--- config.mk ---
export PLATFORM = sky130hd
export DESIGN_NAME = data_mem_ctrl
export DESIGN_NICKNAME = d
export VERILOG_FILES = /design/src/rtl/data_mem_ctrl.sv
export SDC_FILE = /design/constraint.sdc
export NUM_CORES = 1
export LEC_CHECK = 0
export ABC_AREA = 1
export BUFFER_PORTS_ARGS = -buffer_cell sky130_fd_sc_hd__buf_2
export CAP_MARGIN = 10
export CORE_MARGIN = 2
export CORE_UTILIZATION = 40
export DETAILED_ROUTE_END_ITERATION = 8
export PLACE_DENSITY_LB_ADDON = 0.12
export SYNTH_ARGS = -nofsm -noshare
export SYNTH_HDL_FRONTEND = slang
export SYNTH_SLANG_ARGS = --single-unit
--- constraint.sdc ---
create_clock -name clk -period 1.2 [get_ports clk]
set_input_delay 0.06 -clock clk [delete_from_list [all_inputs] [get_ports clk]]
set_output_delay 0.06 -clock clk [all_outputs]
set_load 0.005 [all_outputs]
--- src/rtl/data_mem_ctrl.sv ---
// data_mem_ctrl: responder for the datapath's MemRead/MemWrite requests.
// Performs one word access per instruction on a synchronous SRAM with a fixed
// number of wait states, holding the pipeline with stall until it completes.
module data_mem_ctrl #(
  parameter int unsigned WAIT_CYCLES = 2,
  parameter int unsigned ADDR_W      = 32
) (
  input  logic              clk,
  input  logic              reset,
  input  logic              MemRead,
  input  logic              MemWrite,
  input  logic [ADDR_W-1:0] addr,
  input  logic [31:0]       wdata,
  output logic [31:0]       rdata,
  output logic              stall,
  output logic              err,
  output logic              sram_ce,
  output logic              sram_we,
  output logic [ADDR_W-3:0] sram_addr,
  output logic [31:0]       sram_wdata,
  input  logic [31:0]       sram_rdata
);

  typedef enum logic [1:0] {StIdle, StAccess, StDone} state_e;

  localparam logic [3:0] WaitInit = 4'(WAIT_CYCLES);

  state_e            r_state;
  state_e            w_state_next;
  logic [3:0]        r_cnt;
  logic [3:0]        w_cnt_next;
  logic [ADDR_W-3:0] r_addr;
  logic [31:0]       r_wdata;
  logic [31:0]       r_rdata;
  logic              r_is_write;
  logic              r_err;

  logic              w_req;
  logic              w_misaligned;
  logic              w_accept;
  logic              w_reject;
  logic              w_capture;

  // Request decode; only meaningful in IDLE (DONE-cycle requests belong to
  // the instruction that just finished).
  always_comb begin
    w_req        = MemRead | MemWrite;
    w_misaligned = (addr[1:0] != 2'b00);
    w_accept     = (r_state == StIdle) && w_req && !w_misaligned;
    w_reject     = (r_state == StIdle) && w_req && (w_misaligned || (MemRead && MemWrite));
  end

  // Next-state, counter and combinational outputs.
  always_comb begin
    w_state_next = r_state;
    w_cnt_next   = r_cnt;
    w_capture    = 1'b0;
    stall        = 1'b0;
    sram_ce      = 1'b0;
    sram_we      = 1'b0;
    case (r_state)
      StIdle: begin
        if (w_accept) begin
          // Stall in the accepting cycle so the PC holds this edge.
          stall        = 1'b1;
          w_cnt_next   = WaitInit;
          w_state_next = StAccess;
        end
      end
      StAccess: begin
        stall   = 1'b1;
        sram_ce = 1'b1;
        sram_we = r_is_write;
        if (r_cnt == 4'd0) begin
          w_capture    = !r_is_write;
          w_state_next = StDone;
        end else begin
          w_cnt_next = r_cnt - 4'd1;
        end
      end
      StDone: begin
        w_state_next = StIdle;
      end
      default: begin
        w_state_next = StIdle;
      end
    endcase
  end

  // State register, wait counter and error pulse.
  always_ff @(posedge clk) begin
    if (!reset) begin
      r_state <= StIdle;
      r_cnt   <= 4'd0;
      r_err   <= 1'b0;
    end else begin
      r_state <= w_state_next;
      r_cnt   <= w_cnt_next;
      r_err   <= w_reject;
    end
  end

  // Request latches and load-data capture.
  always_ff @(posedge clk) begin
    if (!reset) begin
      r_addr     <= '0;
      r_wdata    <= 32'd0;
      r_is_write <= 1'b0;
      r_rdata    <= 32'd0;
    end else begin
      if (w_accept) begin
        r_addr     <= addr[ADDR_W-1:2];
        r_wdata    <= wdata;
        // MemWrite wins when both are asserted.
        r_is_write <= MemWrite;
      end
      if (w_capture) begin
        r_rdata <= sram_rdata;
      end
    end
  end

  assign rdata      = r_rdata;
  assign err        = r_err;
  assign sram_addr  = r_addr;
  assign sram_wdata = r_wdata;

endmodule

==> impl_metrics.py <==
metrics = {
    "run_status": {
        "outcome": "complete, but fails checks",
        "failed_checks": "setup timing",
    },
    "worst_setup_path": {
        "cp.arrival_ns": 1.66,
        "critical_path.endpoint_type": "flip-flop",
        "r2r.worst_path.cells": 8,
        "crit-reg2reg-launch": "r_state[1]$_SDFFE_PN0P_",
        "criticalPathCategory": "reg -> reg",
        "rr_endpoint": "rdata[31]$_SDFFE_PN0P_",
        "startpoint_type": "flip-flop",
        "critical_path.max_fanout": 8,
        "setup.reg_to_reg.worst_slack_ns": -0.16,
        "cp_data_required_time_ns": 1.50,
    },
    "pwr": {
        "cell_internal_pwr_mw": 5.32,
        "p_switching_mw": 2.12,
        "leakage_nw": 3.22,
        "netSwitchingFraction": 0.285,
        "sequentialPowerShare": 0.504,
        "p_total_mw": 7.44,
        "comb_power_share": 0.234,
        "worst_ir_drop_vdd_v": 0.000569,
        "clock_power_share": 0.262,
        "p_per_area_nw_per_um2": 1130,
    },
    "clocking": {
        "cts-buffers-inserted": 9,
        "worst_skew_pair.late_latency_ns": 0.36,
        "root_buffer": "sky130_fd_sc_hd__clkbuf_8",
        "tritoncts": "built",
        "clk_path_buf_depth": 2,
        "cts_sink_count": 102,
        "cts.clk_slew.worst_paths_ns": 0.09,
        "htree_levels": 3,
    },
    "drt": {
        "drt-wirelength-per-cell_um": 12.8,
        "drc_violations_left": 0,
        "drt_iter0_drc": 179,
        "drt_wl_total_um": 12300,
        "antenna_violating_nets_post_route": 0,
        "drt-pass1-iter-count": 4,
        "via_count": 4421,
        "detail_route.vias_per_cell": 4.62,
    },
    "finish": {
        "nFillCells": 884,
        "final_area_sq_um": 6570,
        "drive_gt1_frac": 0.388,
        "finalNonFillerCells": 956,
        "layout_common_cells": "sky130_fd_sc_hd__buf_2, sky130_fd_sc_hd__inv_1, sky130_fd_sc_hd__dfxtp_1",
        "design.final.nets": 916,
        "area_grow_syn2layout_pct": 59.2,
        "antenna_diode_count": 0,
        "total_area_of_multi_input_combinational_cells_sq_um": 1640,
        "register_area_sq_um": 2050,
        "layout.cells.most_common": "sky130_fd_sc_hd__buf_2",
    },
    "floorplan": {
        "fp.coreArea_sq_um": 10200,
        "dieHeight_um": 106,
        "site_row_count": 37,
        "initial_utilization": 0.405,
        "io-pin-count": 198,
        "die_x_um": 106,
        "die_outline_area_sq_um": 11100,
    },
    "min_path": {
        "whs_endpoint": "rdata[17]$_SDFFE_PN0P_",
        "holdCritPathClass": "in -> reg",
        "whs_path_depth": 5,
        "min-delay-start": "sram_rdata[17]",
    },
    "timing": {
        "final-max-slew-violation-count": 0,
        "fin_skew_ns": 0.00576,
        "setup_viol_count_final": 43,
        "fin_crit_sh": 1.14,
        "max_slew.worst_pin.slew_ns": 0.448,
        "post-route-worst-setup-slack_ns": -0.162,
        "finalHoldViolCount": 0,
        "final.min_clock_period_ns": 1.36,
        "slew_headroom": 0.701,
        "grt_setup_unrepaired": "true",
        "fmax_mhz": 734,
    },
    "synthesis": {
        "synth_enable_flop_cells": 0,
        "post_synth_num_cell_types": 21,
        "postSynth.asyncResetShare": 0,
        "synth.yosys.seq_area_share": 0.495,
        "post_synth_instance_area_sq_um": 4130,
        "synth_ff_type": "sky130_fd_sc_hd__dfxtp_1",
        "flip_flop_and_latch_count_after_synthesis": 102,
        "yosysWarnings": 0,
        "avgSynthCellArea_sq_um": 7.57,
        "syn-num-nets": 646,
        "netlist_instances": 545,
    },
    "job": {
        "max_cap_violations": 0,
    },
    "global_routing": {
        "initial_antenna_violation_count": 0,
        "grt_first_pass_wirelength_um": 19200,
        "gr-total-overflow": 0,
        "grt_start_max_net_pins": 37,
        "grt.total_usage": 0.213,
        "grt_pass1_vias": 4151,
    },
    "place": {
        "dp_hpwl_um": 7370,
        "io_buffer_count": 197,
        "gp_routability_congestion": 0.770,
        "dpl_cell_area_sq_um": 5270,
        "numPlacedInstances": 863,
    },
}
[how the worst max path moves through the flow]
| stage | from | to | slack [ns] | depth (start not counted) |
|---|---|---|---|---|
| global route | r_state[1]$_SDFFE_PN0P_ | rdata[17]$_SDFFE_PN0P_ | -0.23 | 8 |
| floorplan | r_cnt[0]$_SDFFE_PN0P_ | rdata[10]$_SDFFE_PN0P_ | 0.008 | 9 |
| global placement | r_state[1]$_SDFFE_PN0P_ | r_cnt[0]$_SDFFE_PN0P_ | -0.08 | 7 |
| CTS | r_state[1]$_SDFFE_PN0P_ | sram_we | -0.16 | 5 |
| finish | r_state[1]$_SDFFE_PN0P_ | rdata[31]$_SDFFE_PN0P_ | -0.16 | 8 |
| detailed placement | r_cnt[0]$_SDFFE_PN0P_ | rdata[22]$_SDFFE_PN0P_ | -0.13 | 9 |
[Yosys cell counts, types with 4 or more instances]
| master | n | area share |
|---|---|---|
| sky130_fd_sc_hd__buf_6 | 13 | 0.035 |
| sky130_fd_sc_hd__buf_4 | 6 | 0.011 |
| sky130_fd_sc_hd__buf_2 | 10 | 0.012 |
| sky130_fd_sc_hd__inv_2 | 4 | 0.0036 |
| sky130_fd_sc_hd__o21ai_1 | 46 | 0.056 |
| sky130_fd_sc_hd__inv_1 | 104 | 0.095 |
| sky130_fd_sc_hd__nand2_1 | 43 | 0.039 |
| sky130_fd_sc_hd__o21ai_0 | 19 | 0.023 |
| sky130_fd_sc_hd__nand4_1 | 32 | 0.049 |
| sky130_fd_sc_hd__nand3_1 | 4 | 0.0049 |
| sky130_fd_sc_hd__a21oi_1 | 63 | 0.076 |
| sky130_fd_sc_hd__nor2_1 | 81 | 0.074 |
| sky130_fd_sc_hd__dfxtp_1 | 102 | 0.49 |
| sky130_fd_sc_hd__clkbuf_1 | 7 | 0.0064 |
[area by class of cell]
class                           count  area share
Inverter                          108      0.0617
Tap cell                          136      0.0259
Clock inverter                      3     0.00305
Clock buffer                       13      0.0227
Timing Repair Buffer              297       0.325
Multi-Input combinational cell    297       0.250
Sequential cell                   102       0.312
[layer usage]
layer / GRT usage / wire length (um) / up-vias
li1: - / - / 2244
met3: 0.0538 / 775 / 34
met5: 0 / 0 / -
met2: 0.373 / 6170 / 155
met4: 0.107 / 413 / 0
met1: 0.238 / 4900 / 1988
[logic make-up after synthesis]
logic type               Yosys count  share of synthesized area
buffers and inverters            146                      0.165
AND/OR/NAND/NOR                  167                      0.180
adder cells (fa/ha/maj)            1                    0.00303
AO/OA/AOI/OAI                    129                      0.157
flip-flops                       102                      0.495
[timing repair]
action / CTS / global route
gates cloned: 3 / 1
hold buffers: 62 / 0
pin swaps: 7 / 12
endpoints found under the setup margin: 78 / 95
hold endpoints to repair: 62 / 0
setup buffers: 11 / 3
gates resized for setup: 36 / 74
[sequential cells by signal, indices dropped and copies added, names as in the netlist]
signal and flops:
r_cnt 4, sram_addr 30, sram_wdata 32, r_state 2, err 1, r_is_write 1, rdata 32
[power groups by stage]
stage	logic [mW]	clock network (mW)	registers, mW
4_1_cts	1.60	2.02	3.75
3_5_place_dp	1.29	0	3.82
2_1_floorplan	0.712	0	3.84
6_report	1.74	1.95	3.75
3_3_place_gp	1.27	0	3.81
5_1_grt	1.92	2.17	3.78
[critical path: stages (launching register included)]
cell and delay (ns):
sky130_fd_sc_hd__dfxtp_4 0.36, sky130_fd_sc_hd__buf_6 0.11, sky130_fd_sc_hd__nor2_4 0.18, sky130_fd_sc_hd__nand2_2 0.10, sky130_fd_sc_hd__nor2_4 0.14, sky130_fd_sc_hd__buf_12 0.14, sky130_fd_sc_hd__clkbuf_16 0.15, sky130_fd_sc_hd__nor2_1 0.04
sky130_fd_sc_hd__nor2_1 0.08
[through the flow]
step	hold WS (ns)	util	worst slack, ns	setup TNS [ns]
2_1_floorplan	0.184	-	0.00801	0
3_3_place_gp	0.309	0.518	-0.0756	-1.88
3_5_place_dp	0.315	0.518	-0.133	-3.23
4_1_cts	0.0135	0.619	-0.162	-3.99
5_1_grt	0.0395	0.645	-0.229	-9.06
6_report	0.0322	0.645	-0.162	-4.70
Power figures use the tool's default switching activity.
